## config.mk

```make
export PLATFORM = sky130hd
export DESIGN_NAME = schem_sweep_seq
export DESIGN_NICKNAME = d
export VERILOG_FILES = /design/src/rtl/schem_sweep_seq.sv
export SDC_FILE = /design/constraint.sdc
export NUM_CORES = 1
export LEC_CHECK = 0
export ABC_AREA = 1
export BUFFER_PORTS_ARGS = -buffer_cell sky130_fd_sc_hd__buf_2
export CAP_MARGIN = 10
export CORE_MARGIN = 1
export CORE_UTILIZATION = 49
export DETAILED_ROUTE_END_ITERATION = 10
export PLACE_DENSITY_LB_ADDON = 0.12
export SYNTH_ARGS = -nofsm -noshare
export SYNTH_HDL_FRONTEND = slang
export SYNTH_SLANG_ARGS = --single-unit
```

## constraint.sdc

```tcl
create_clock -name clk -period 1.9 [get_ports clk]
set_input_delay 0.19 -clock clk [delete_from_list [all_inputs] [get_ports clk]]
set_output_delay 0.19 -clock clk [all_outputs]
set_load 0.1 [all_outputs]
```

## src/rtl/schem_sweep_seq.sv

```systemverilog
// Stimulus sequencer for the Schem stage: walks x3..x0 through codes 0..15, holding each for DWELL cycles.
// Define SCHEM_SWEEP_SIG_EN to fold y3..y0 into a rotate/XOR signature; otherwise sig is constant zero.
module schem_sweep_seq #(
  parameter int DWELL = 10
) (
  input  logic        clk,
  input  logic        rst,
  input  logic        start,
  input  logic        hold,
  output logic        x3,
  output logic        x2,
  output logic        x1,
  output logic        x0,
  input  logic        y3,
  input  logic        y2,
  input  logic        y1,
  input  logic        y0,
  output logic        busy,
  output logic        done,
  output logic [15:0] sig
);

  if (DWELL < 1 || DWELL > 1024) begin : g_bad_dwell
    $error("schem_sweep_seq: DWELL must be in 1..1024");
  end

  localparam int DW = (DWELL > 1) ? $clog2(DWELL) : 1;
  localparam logic [DW-1:0] DWELL_LAST = DW'(DWELL - 1);

  localparam logic [1:0] ST_IDLE = 2'd0;
  localparam logic [1:0] ST_RUN  = 2'd1;
  localparam logic [1:0] ST_DONE = 2'd2;

  logic [1:0]    state_q, state_d;
  logic [3:0]    code_q, code_d;
  logic [DW-1:0] dwell_q, dwell_d;
  logic          busy_q, busy_d;
  logic          done_q, done_d;

  logic accept;
  logic sample_pt;

  // Any non-RUN state (including the unused encoding) accepts start.
  assign accept    = (state_q != ST_RUN) && start;
  assign sample_pt = (state_q == ST_RUN) && !hold && (dwell_q == DWELL_LAST);

  always_comb begin
    state_d = state_q;
    code_d  = code_q;
    dwell_d = dwell_q;
    busy_d  = busy_q;
    done_d  = done_q;
    if (state_q == ST_RUN) begin
      if (!hold) begin
        if (dwell_q != DWELL_LAST) begin
          dwell_d = dwell_q + 1'b1;
        end else begin
          dwell_d = '0;
          if (code_q != 4'hF) begin
            code_d = code_q + 4'd1;
          end else begin
            state_d = ST_DONE;
            busy_d  = 1'b0;
            done_d  = 1'b1;
          end
        end
      end
    end else if (accept) begin
      state_d = ST_RUN;
      code_d  = '0;
      dwell_d = '0;
      busy_d  = 1'b1;
      done_d  = 1'b0;
    end
  end

  always_ff @(posedge clk) begin
    if (rst) begin
      state_q <= ST_IDLE;
      code_q  <= '0;
      dwell_q <= '0;
      busy_q  <= 1'b0;
      done_q  <= 1'b0;
    end else begin
      state_q <= state_d;
      code_q  <= code_d;
      dwell_q <= dwell_d;
      busy_q  <= busy_d;
      done_q  <= done_d;
    end
  end

`ifdef SCHEM_SWEEP_SIG_EN
  logic [15:0] sig_q, sig_d;

  // y is combinational from x, so the current y belongs to the current code.
  always_comb begin
    sig_d = sig_q;
    if (accept) begin
      sig_d = '0;
    end else if (sample_pt) begin
      sig_d = {sig_q[14:0], sig_q[15]} ^ {12'b0, y3, y2, y1, y0};
    end
  end

  always_ff @(posedge clk) begin
    if (rst) begin
      sig_q <= '0;
    end else begin
      sig_q <= sig_d;
    end
  end

  assign sig = sig_q;
`else
  logic unused_sig_inputs;
  assign unused_sig_inputs = ^{y3, y2, y1, y0, sample_pt};
  assign sig = '0;
`endif

  assign {x3, x2, x1, x0} = code_q;
  assign busy = busy_q;
  assign done = done_q;

endmodule

```

# Word level (Yosys, flattened, before mapping)
# Index checks and enable logic that the tools add are counted.
# Widths: inputs -> output; s select.
[op_classes]
n_mux = 23
n_eq_ne = 8
reduce_logical = 5
add_sub_neg = 2
[ops]
columns = ["operator", "count"]
rows = [
  ["$mux 4", 8],
  ["$mux 1", 10],
  ["$mux 2", 5],
  ["$add 4x1->4 const B", 2],
  ["$ne 4x4->1 const B", 2],
  ["$reduce_and 4->1", 2],
  ["$ne 2x2->1 const B", 3],
  ["$ne 2x1->1 const B", 2],
  ["$eq 2x1->1 const B", 1],
  ["$reduce_and 2->1", 1],
  ["$reduce_bool 2->1", 1],
  ["$logic_and 1x1->1", 1],
]
[totals]
word_cells = 43
ff_bits = 12

# Depth between registers and ports, before layout
# Gate-level depths: netlist of run 1.
[depth]
depth_word = 5
ltp_mapped = 9
ltp_nobuf = 9

# Worst setup path after synthesis of run 1
# OpenSTA, ideal clock, no wires.
[synth_path]
path_type = "register to register"
startpoint = "register code_q[0]"
endpoint = "register code_q[2]"
path_stages_with_launch = 8
slack_ps = -48
setup_time_ps = 70
t_arrival_ps = 1878
path_cell_list = "dfxtp_1 ha_1 nand2_1 nor2_1 nand2_1 nand3_2 nand2_1 a21oi_1"
[synth_via]
elab_chain_cells = 5
word_cells_on_any_way = 8
cone_classes = "add/sub (1); eq/ne (2); mux (4); reduce/logical (1)"
[synth_rtl]
columns = ["element", "line", "source"]
rows = [
  ["start: declaration", "35", "logic [3:0] code_q, code_d;"],
  ["start signal: assignment", "86", "code_q <= code_d;"],
  ["$add 4x1->4", "60", "code_d = code_q + 4'd1;"],
  ["$mux 4", "59", "if (code_q != 4'hF) begin"],
  ["$mux 4", "55", "if (dwell_q != DWELL_LAST) begin"],
  ["$mux 4", "54", "if (!hold) begin"],
  ["$mux 4", "53", "if (state_q == ST_RUN) begin"],
]
# Parallel ways exist; a longest one is shown, timed or not. The select of a mux whose other input is x is not followed.
# A chain may end at the register's enable or synchronous reset.

# Worst setup path in the final report of run 1
[layout_path]
startpoint = "register code_q[2]"
endpoint = "output x2"
[layout_lines]
columns = ["element", "line", "source"]
rows = [
  ["end: declaration", "11", "output logic x2,"],
]
# No word-level cell between the ends.

==> results of run 1 <==
-- registers in the layout, summed over array words and instances, names as in the netlist --
signal   count
code_q       4
dwell_q      4
state_q      2
-- power groups by stage --
stage | Clock [mW] | Sequential, mW | Combinational (mW)
finish | 0.196 | 0.271 | 0.542
floorplan | 0 | 0.447 | 0.342
detailed placement | 0 | 0.276 | 0.540
CTS | 0.202 | 0.271 | 0.542
global route | 0.211 | 0.275 | 0.583
global placement | 0 | 0.273 | 0.540
-- routing by layer --
metal / global-route usage [%] / part of all wire (%) / wire (microns)
met2: 25.82 / 41 / 480
met5: 0 / 0 / 0
met3: 6.818 / 4.9 / 57
met1: 24.49 / 51 / 595
met4: 12.93 / 3.3 / 39
-- layout make-up --
cell class | count | area, sq um | share of cell area (%)
Sequential cell | 10 | 202.7 | 27.93
Clock buffer | 4 | 36.28 | 5.000
Multi-Input combinational cell | 75 | 366.6 | 50.52
Inverter | 15 | 56.30 | 7.759
Timing Repair Buffer | 9 | 45.04 | 6.207
Tap cell | 15 | 18.77 | 2.586
-- worst min path at each step --
stage                     start                      to  slack, ps  cells after the start
after floorplan             rst  code_q[1]$_SDFFE_PP0P_        250                      1
after global placement      rst  code_q[1]$_SDFFE_PP0P_        420                      2
after detailed placement    rst  code_q[1]$_SDFFE_PP0P_        420                      2
after CTS                   rst  code_q[1]$_SDFFE_PP0P_        130                      2
after global routing        rst  code_q[1]$_SDFFE_PP0P_        140                      2
final                       rst  code_q[1]$_SDFFE_PP0P_        130                      2
-- placed cells by master, fill, tap and decap left out, types with 3 or more instances in the layout --
cell type,Yosys,routed
buf_2,0,9
clkbuf_4,0,3
nand3_1,6,6
ha_1,3,3
inv_1,14,14
a21oi_1,6,6
nor2_1,10,10
dfxtp_1,10,8
nand2_1,21,21
conb_1,1,16
nand2_2,5,5
-- cells by family after synthesis --
logic type | synth area share (%)
and+or+nand+nor | 31.36
DFF | 28.67
buffers and inverters | 26.88
AOI/OAI and AO/OA | 7.169
adders and majority gates | 5.377
other | 0.5371
==> results by group, run 1 <==
Run status
  – Status: finished clean

GRT
  – Largest net degree at the start of global routing: 12
  – Grt total ovfl: 0
  – Initial antenna violation count: 0
  – Vias in the first global route: 450
  – First-pass GRT wire length: between 1.5 and 2 mm
  – GRT Overall Usage: between 10% and 20%

Setup path
  – FF-to-FF End: code_q[0]$_SDFFE_PP0P_
  – CP Max Fanout: 6
  – Cell depth of the worst flop-to-flop path: 7
  – CP peak stage delay: between 400 and 500 ps
  – Crit path depth: 1
  – Worst R2R Start: state_q[1]$_SDFFE_PP0P_
  – Worst path cell trace: buf_2
  – Crit-path leading delay family: buffers and inverters
  – Slowest stage cell on the critical path: buf_2
  – CP Buf/Inv Count: 1
  – Worst Path Required: between 1500 and 2000 ps
  – Worst setup SP type: register
  – Worst setup EP type: primary output
  – Crit. Startpoint: code_q[2]$_SDFFE_PP0P_
  – CP arrival: between 1000 and 1500 ps
  – Reg2reg setup slack: 640 ps
  – Critical Path Sink: x2
  – Crit path kind: reg2out

Final layout
  – Post-route insts no fill: between 100 and 150
  – Fin area: between 700 and 800 sq um
  – Nets: about 130
  – Fin util: a little under three fifths
  – Share of layout cells above drive strength 1: between 20% and 30%
  – Diodes inserted: 0
  – Area delta synth->final: 3.943%
  – Fill cells: about 140

STA
  – RSZ-0062 raised after global routing: false
  – Final Skew: 7.337 ps
  – Hold_ws: approximately 130 ps
  – Setup Total Neg Slack: 0 ps
  – Maximum clock frequency: ~750 MHz
  – Final min period: between 1000 and 1500 ps
  – Final cycle utilization of the critical path: between 70% and 80%
  – Final hold vios: 0
  – Max-slew violations: 0
  – Final setup fails: 0
  – Final Worst Setup Slack: approximately 570 ps

Synth
  – Synthesized area: 698.2 sq um
  – EDFF count, synth: 0
  – Syn Area/Cell: 6.845 sq um
  – Primary FF master, synth: dfxtp_1
  – Main area contributors after synthesis: dfxtp_1, buf_4, nand2_1
  – Largest area contributor in the netlist: dfxtp_1
  – Synth cell count leaders: nand2_1, buf_4, inv_1, dfxtp_1, nor2_1
  – Yosys reg bits: 10
  – Yosys cell types: 19
  – Register area share after synthesis: between 20 and 30%
  – Top-area cell type share of the netlist area: roughly 29%
  – Ys async rst share: 0%
  – Mapped Cells: 102
  – Most common cell in the netlist: nand2_1
  – Yosys warns: 0

Power and ir drop
  – Switching power: between 500 and 600 uW
  – Internal: between 400 and 500 uW
  – Sw Ratio: 56.96%
  – Overall power: approximately 1.0 mW
  – Clk pwr share: a little under 20%
  – Power Density: 1392 nW/um^2
  – Combinational Power Share: between 50% and 60%
  – Reg power frac: a little over a quarter
  – Leak Pwr: around 0.37 nW
  – Peak VDD IR: between 0.0006 and 0.0007 V

Clocking
  – H-tree levels: 1
  – CTS tree: done
  – Post-cts resize count: 0
  – Worst-path clk slew: approximately 70 ps
  – Setup repair bufs after CTS: 0
  – Skew-Pair Late Insertion Delay: ~270 ps
  – Clk sink count: 10
  – Hold-fix buffers at CTS: 0
  – Clock tree buffer depth: 2
  – Num CTS Buffers: 3
  – Root Buffer Master: clkbuf_4

Job
  – MaxCap Viol Count: 0

Routing
  – Vias/cell: approximately 4.5
  – DRT iter0 DRCs: 4
  – TritonRoute pass-1 iters: 4
  – Drc violations: 0
  – WL/cell: a little over 9 microns
  – Final Routed Wirelength: around 1.2 mm
  – Number of routed nets with antenna violations: 0
  – Vias: 577

Placement
  – Placed insts: approximately 120
  – RD Place Congestion: between 0.7 and 0.8
  – Port bufs: 9
  – HPWL Detailed: about 900 microns
  – Area post-placement: 689.4 sq um
  – Post-place setup slack: around 670 ps

Floorplanning
  – Initial Utilization: a little over half
  – Row count: 13
  – I/O pin cnt: 30
  – Die width: 39.75 microns
  – Area of the die: ~1600 sq um
  – Core Area: about 1300 sq um
  – Die Height: between 30 and 40 microns

Hold path
  – Hold crit path type: in2reg
Power figures use the tool's default switching activity.
==> inputs of run 2 (changes only) <==
- CORE_UTILIZATION: 49 -> 45
- clock period: 1.9 -> 1.3 ns (I/O delays scaled with it)
==> results by group, run 2 (synthesized netlist as in run 1, its figures left out) <==
Final layout
  – Fill cells: 146 (+2.1%)
  – Commonest non-fill, non-tap cells in the layout: nand2_1, conb_1, inv_1, nor2_1, buf_2
  – Diodes inserted: 0 (unchanged)
  – Area delta synth->final: 7.348%
  – Nets: 125 (unchanged)
  – Commonest non-fill, non-tap cell in the layout: nand2_1
  – Share of layout cells above drive strength 1: 26.55% (+4.4 points)
  – Biggest regs: code_q (4), dwell_q (4), state_q (2)

STA
  – Max-slew violations: 0 (unchanged)
  – RSZ-0062 raised after global routing: false
  – Final setup fails: 0 (unchanged)
  – Final Worst Setup Slack: 91.75 ps (-475.0 ps)
  – Final cycle utilization of the critical path: slightly above 90%
  – Final Skew: 14.67 ps (+7.331 ps)
  – Maximum clock frequency: 827.6 MHz
  – Final min period: about 1200 ps
  – Final hold vios: 0 (unchanged)
  – Setup Total Neg Slack: 0 ps (unchanged)

GRT
  – GRT Overall Usage: 16.50% (-2.6 points)
  – First-pass GRT wire length: 1.759 mm (-8.6%)
  – Grt total ovfl: 0 (unchanged)
  – Initial antenna violation count: 0 (unchanged)
  – Vias in the first global route: 425 (-5.6%)
  – Largest net degree at the start of global routing: 12 (unchanged)

Hold path
  – Hold crit path type: in2reg
  – Hold path depth: 2 (unchanged)

Setup path
  – Cell depth of the worst flop-to-flop path: 7 (unchanged)
  – Slowest stage cell on the critical path: buf_2
  – Worst path cell trace: buf_2
  – Crit-path leading delay family: buffers and inverters
  – CP peak stage delay: 420 ps (-40 ps)
  – CP arrival: 1080 ps (-60 ps)
  – Worst setup EP type: primary output
  – Crit path kind: reg2out
  – Worst setup SP type: register
  – CP Buf/Inv Count: 1 (unchanged)
  – Worst Path Required: 1170 ps (-540 ps)
  – Crit path depth: 1 (unchanged)
  – CP Max Fanout: 6 (unchanged)

Clocking
  – Num CTS Buffers: 3 (unchanged)
  – H-tree levels: 1 (unchanged)
  – CTS tree: done
  – Root Buffer Master: clkbuf_4
  – Skew-Pair Late Insertion Delay: 280 ps (about the same)
  – Worst-path clk slew: 80 ps (about the same)
  – Clock tree buffer depth: 2 (unchanged)
  – Setup repair bufs after CTS: 0 (unchanged)
  – Clk sink count: 10 (unchanged)

Routing
  – Number of routed nets with antenna violations: 0 (unchanged)
  – Drc violations: 0 (unchanged)
  – Vias/cell: 4.578 (+1.6%)
  – Final Routed Wirelength: 1.128 mm (-3.8%)
  – TritonRoute pass-1 iters: 4 (unchanged)
  – DRT iter0 DRCs: 7 (+3)
  – Vias: 586 (+1.6%)
  – WL/cell: 8.813 microns (-3.8%)

Floorplanning
  – Initial Utilization: 51.10% (-1.9 points)
  – Die Height: 41.39 microns (+4.1%)
  – Die width: 41.39 microns (+4.1%)
  – Core Area: 1366 sq um (+3.7%)
  – Area of the die: 1713 sq um (+8.4%)
  – I/O pin cnt: 30 (unchanged)
  – Row count: 13 (unchanged)

Power and ir drop
  – Overall power: 1.430 mW (+42%)
  – Power Density: 1909 nW/um^2 (+37%)
  – Leak Pwr: 0.3626 nW (-1.3%)
  – Peak VDD IR: 0.0007305 V (+17%)

Placement
  – RD Place Congestion: 0.7025 (-7.8%)
  – Post-place setup slack: 70.36 ps (-600.4 ps)
  – HPWL Detailed: 880.5 microns (-2.4%)
  – Port bufs: 9 (unchanged)

Job
  – MaxCap Viol Count: 0 (unchanged)

Run status
  – Status: finished clean
run 2: changes by cell type in the layout (fill, tap and decap cells not counted), sizes merged:
cell | previous run | this run
clkbuf | 4 | 3
clkinv | 0 | 1
run 2: power breakdown:
part	internal, mW	switching [mW]
registers	0.365	0.0457
clock network	0.111	0.120
logic	0.117	0.673
total	0.593	0.838
run 2: per-layer routing:
layer / global-route usage, % / share of wire (%) / up-vias
li1: - / - / 311
met1: 19.94 / 47 / 250
met2: 24.61 / 44 / 22
met3: 9.574 / 7.6 / 3
met4: 4.839 / 1.3 / 0
met5: 0 / 0 / -
run 2: layout make-up:
cell class	count	area, sq um	area share (%)
Multi-Input combinational cell	75	379.1	50.58
Sequential cell	10	224.0	29.88
Inverter	15	56.30	7.513
Timing Repair Buffer	9	45.04	6.010
Clock buffer	3	22.52	3.005
Tap cell	15	18.77	2.504
Clock inverter	1	3.754	0.5008
run 2: worst paths after layout:
path / to / from / slack (ps)
max reg2reg: code_q[0]$_SDFFE_PP0P_ / state_q[1]$_SDFFE_PP0P_ / 110
max: x2 / code_q[2]$_SDFFE_PP0P_ / 90
min: code_q[2]$_SDFFE_PP0P_ / rst / 60
min reg2reg: dwell_q[2]$_SDFFE_PP0P_ / dwell_q[2]$_SDFFE_PP0P_ / 490
run 2: through the flow:
| stage | util (%) | std cells | hold slack (ps) | cell area, sq um |
|---|---|---|---|---|
| 2_1_floorplan | - | 117 | 189.4 | 789.5 |
| 3_3_place_gp | 52.84 | 124 | 359.3 | 721.9 |
| 3_5_place_dp | 52.84 | 124 | 361.8 | 721.9 |
| 4_1_cts | 54.76 | 128 | 64.23 | 748.2 |
| 5_1_grt | 54.85 | 128 | 65.35 | 749.5 |
| 6_report | 54.85 | 128 | 61.28 | 749.5 |
run 2: timing repair:
item / CTS / global route
hold buffers: 0 / 0
endpoints found under the setup margin: 0 / 2
gates resized for setup: 0 / 1
==> inputs of run 3 (changes only) <==
- ABC_AREA: 1 -> 0
- CAP_MARGIN: 10 -> unset
==> results by group, run 3 <==
Clocking
  – Clk sink count: 10 (unchanged)
  – Worst-path clk slew: 60 ps (-20 ps)
  – Num CTS Buffers: 3 (unchanged)
  – Hold-fix buffers at CTS: 0 (unchanged)
  – Clock tree buffer depth: 2 (unchanged)
  – Skew-Pair Late Insertion Delay: 270 ps (about the same)
  – CTS tree: done
  – Root Buffer Master: clkbuf_4
  – Setup repair bufs after CTS: 0 (unchanged)
  – H-tree levels: 1 (unchanged)

Final layout
  – Biggest regs: code_q (4), dwell_q (4), state_q (2)
  – Fin util: 65.10% (+10 points)
  – Area delta synth->final: 30.70%
  – Commonest non-fill, non-tap cell in the layout: conb_1
  – Diodes inserted: 0 (unchanged)
  – Fill cells: 114 (-22%)
  – Fin area: 868.3 sq um (+16%)
  – Nets: 115 (-8.0%)
  – Share of layout cells above drive strength 1: 43.69% (+17 points)
  – Commonest non-fill, non-tap cells in the layout: conb_1, buf_4, buf_2, nand2_1
  – Post-route insts no fill: 118 (-7.8%)

Routing
  – DRT iter0 DRCs: 10 (+3)
  – Vias: 605 (+3.2%)
  – Number of routed nets with antenna violations: 0 (unchanged)
  – TritonRoute pass-1 iters: 4 (unchanged)
  – WL/cell: 12.04 microns (+37%)
  – Drc violations: 0 (unchanged)
  – Final Routed Wirelength: 1.421 mm (+26%)
  – Vias/cell: 5.127 (+12%)

STA
  – Final setup fails: 7 (+7)
  – RSZ-0062 raised after global routing: true
  – Final Skew: 3.775 ps (-10.89 ps)
  – Maximum clock frequency: 737.5 MHz (-11%)
  – Final Worst Setup Slack: -55.89 ps (-147.6 ps)
  – Setup Total Neg Slack: -195.9 ps (-195.9 ps)
  – Final min period: 1356 ps (+147.6 ps)
  – Max-slew violations: 0 (unchanged)
  – Final hold vios: 0 (unchanged)
  – Hold_ws: 170.2 ps (+108.9 ps)
  – Final cycle utilization of the critical path: 104.3% (+11 points)

Synth
  – Yosys cell types: 29 (+10)
  – Main combinational cell family by area after synthesis: simple AND/OR/NAND/NOR gates
  – Primary FF master, synth: dfxtp_1
  – Register area share after synthesis: 30.13% (+1.5 points)
  – Synth Area in XOR/XNOR: 0% (unchanged)
  – Synth cell count leaders: buf_4, dfxtp_1, nand2_1, nor2_1, a21oi_1
  – Ys async rst share: 0% (unchanged)
  – Mapped Cells: 81 (-21%)
  – Yosys warns: 0 (unchanged)
  – Yosys reg bits: 10 (unchanged)
  – Synthesized-area fraction occupied by adder cells: 5.650% (+0.27 points)
  – Synth Area in Simple Gates: 22.60% (-8.8 points)
  – Top-area cell type share of the netlist area: 30.13% (+1.5 points)
  – Synthesized area: 664.4 sq um (-4.8%)
  – Largest area contributor in the netlist: dfxtp_1
  – Main area contributors after synthesis: dfxtp_1, buf_4, ha_1
  – Syn Area/Cell: 8.202 sq um (+20%)
  – EDFF count, synth: 0 (unchanged)
  – Synth Area in Compound Gates: 14.88% (+7.7 points)
  – Most common cell in the netlist: buf_4
  – Post-synthesis mux area share: 5.838% (+5.8 points)

Floorplanning
  – Die Height: 40.43 microns (-2.3%)
  – I/O pin cnt: 30 (unchanged)
  – Initial Utilization: 49.81% (-1.3 points)
  – Die width: 40.43 microns (-2.3%)
  – Core Area: 1334 sq um (-2.4%)
  – Row count: 13 (unchanged)
  – Area of the die: 1634 sq um (-4.6%)

GRT
  – First-pass GRT wire length: 2.118 mm (+20%)
  – Initial antenna violation count: 0 (unchanged)
  – GRT Overall Usage: 20.05% (+3.5 points)
  – Grt total ovfl: 0 (unchanged)
  – Largest net degree at the start of global routing: 11 (-1)
  – Vias in the first global route: 535 (+26%)

Power and ir drop
  – Leak Pwr: 0.3873 nW (+6.8%)
  – Peak VDD IR: 0.0005249 V (-28%)
  – Overall power: 929.8 uW (-35%)
  – Power Density: 1071 nW/um^2 (-44%)

Job
  – MaxCap Viol Count: 0 (unchanged)

Hold path
  – Min-delay src: rst
  – Hold path depth: 2 (unchanged)
  – Hold crit path type: in2reg
  – Hold Path End: dwell_q[1]$_SDFFE_PP0P_

Run status
  – Failing checks: negative setup slack
  – Status: complete, but fails checks

Placement
  – Area post-placement: 782.0 sq um (+8.3%)
  – Post-place setup slack: -117.4 ps (-187.7 ps)
  – HPWL Detailed: 999.9 microns (+14%)
  – Port bufs: 9 (unchanged)
  – RD Place Congestion: 0.7680 (+9.3%)
  – Placed insts: 114 (-8.1%)

Setup path
  – Worst Path Required: 1460 ps (+290 ps)
  – Crit path kind: reg2reg
  – CP arrival: 1520 ps (+440 ps)
  – Worst setup EP type: register
  – CP Max Fanout: 6 (unchanged)
  – Cell depth of the worst flop-to-flop path: 6 (-1)
  – Worst R2R Start: dwell_q[1]$_SDFFE_PP0P_
  – Worst setup SP type: register
  – FF-to-FF End: dwell_q[2]$_SDFFE_PP0P_
  – Reg2reg setup slack: -60 ps (-170 ps)
[run 3: cell types whose count changed after synthesis, sizes merged, moves of 3 or more]
| cell | before | now |
|---|---|---|
| nand3 | 7 | 4 |
| nand2 | 26 | 6 |
| nor2 | 11 | 6 |
| o21ai | 1 | 4 |
| inv | 15 | 3 |
[run 3: kinds of logic after synthesis]
kind of cell	after synthesis
AO/OA/AOI/OAI	16
adder cells (fa/ha/maj)	3
buffers and inverters	20
flip-flops	10
multiplexers	3
other	1
AND/OR/NAND/NOR	28
[run 3: layout make-up]
cell class	count	area, sq um	share of cell area (%)
Sequential cell	10	217.7	25.07
Inverter	3	11.26	1.297
Tap cell	15	18.77	2.161
Timing Repair Buffer	20	142.6	16.43
Multi-Input combinational cell	66	451.7	52.02
Clock buffer	4	26.28	3.026
[run 3: critical path, stage by stage, from the launching register on]
cell	delay (ps)
dfxtp_2	320
inv_1	40
ha_1	160
and3b_2	260
nand2b_4	180
o21ai_1	70
a32o_1	220
[run 3: layer usage]
metal | part of all wire, % | global-route usage [%]
met5 | 0 | 0
met4 | 1.3 | 7.500
met3 | 5.1 | 6.667
met2 | 52 | 35.71
met1 | 42 | 21.52
[run 3: worst max path at each step]
stage                                         end  cells after the start  slack, ps                    start
after floorplan           dwell_q[2]$_SDFFE_PP0P_                      4       -270  state_q[0]$_SDFFE_PP0P_
after global placement    dwell_q[2]$_SDFFE_PP0P_                      6       -130  dwell_q[1]$_SDFFE_PP0P_
after detailed placement  dwell_q[2]$_SDFFE_PP0P_                      6       -120  dwell_q[1]$_SDFFE_PP0P_
after CTS                  code_q[1]$_SDFFE_PP0P_                      5        -30  state_q[0]$_SDFFE_PP0P_
after global routing      dwell_q[2]$_SDFFE_PP0P_                      6       -140  dwell_q[1]$_SDFFE_PP0P_
final                     dwell_q[2]$_SDFFE_PP0P_                      6        -60  dwell_q[1]$_SDFFE_PP0P_
[run 3: power by group]
group / switching [mW] / leakage, nW / internal [mW]
Sequential: 0.00656 / 0.0856 / 0.312
Clock: 0.111 / 0.0150 / 0.119
Combinational: 0.316 / 0.287 / 0.0649
[run 3: repair_timing]
| action | CTS | global route |
|---|---|---|
| setup endpoints to repair | 7 | 10 |
| gates resized for setup | 10 | 5 |
| pin swaps | 1 | 3 |
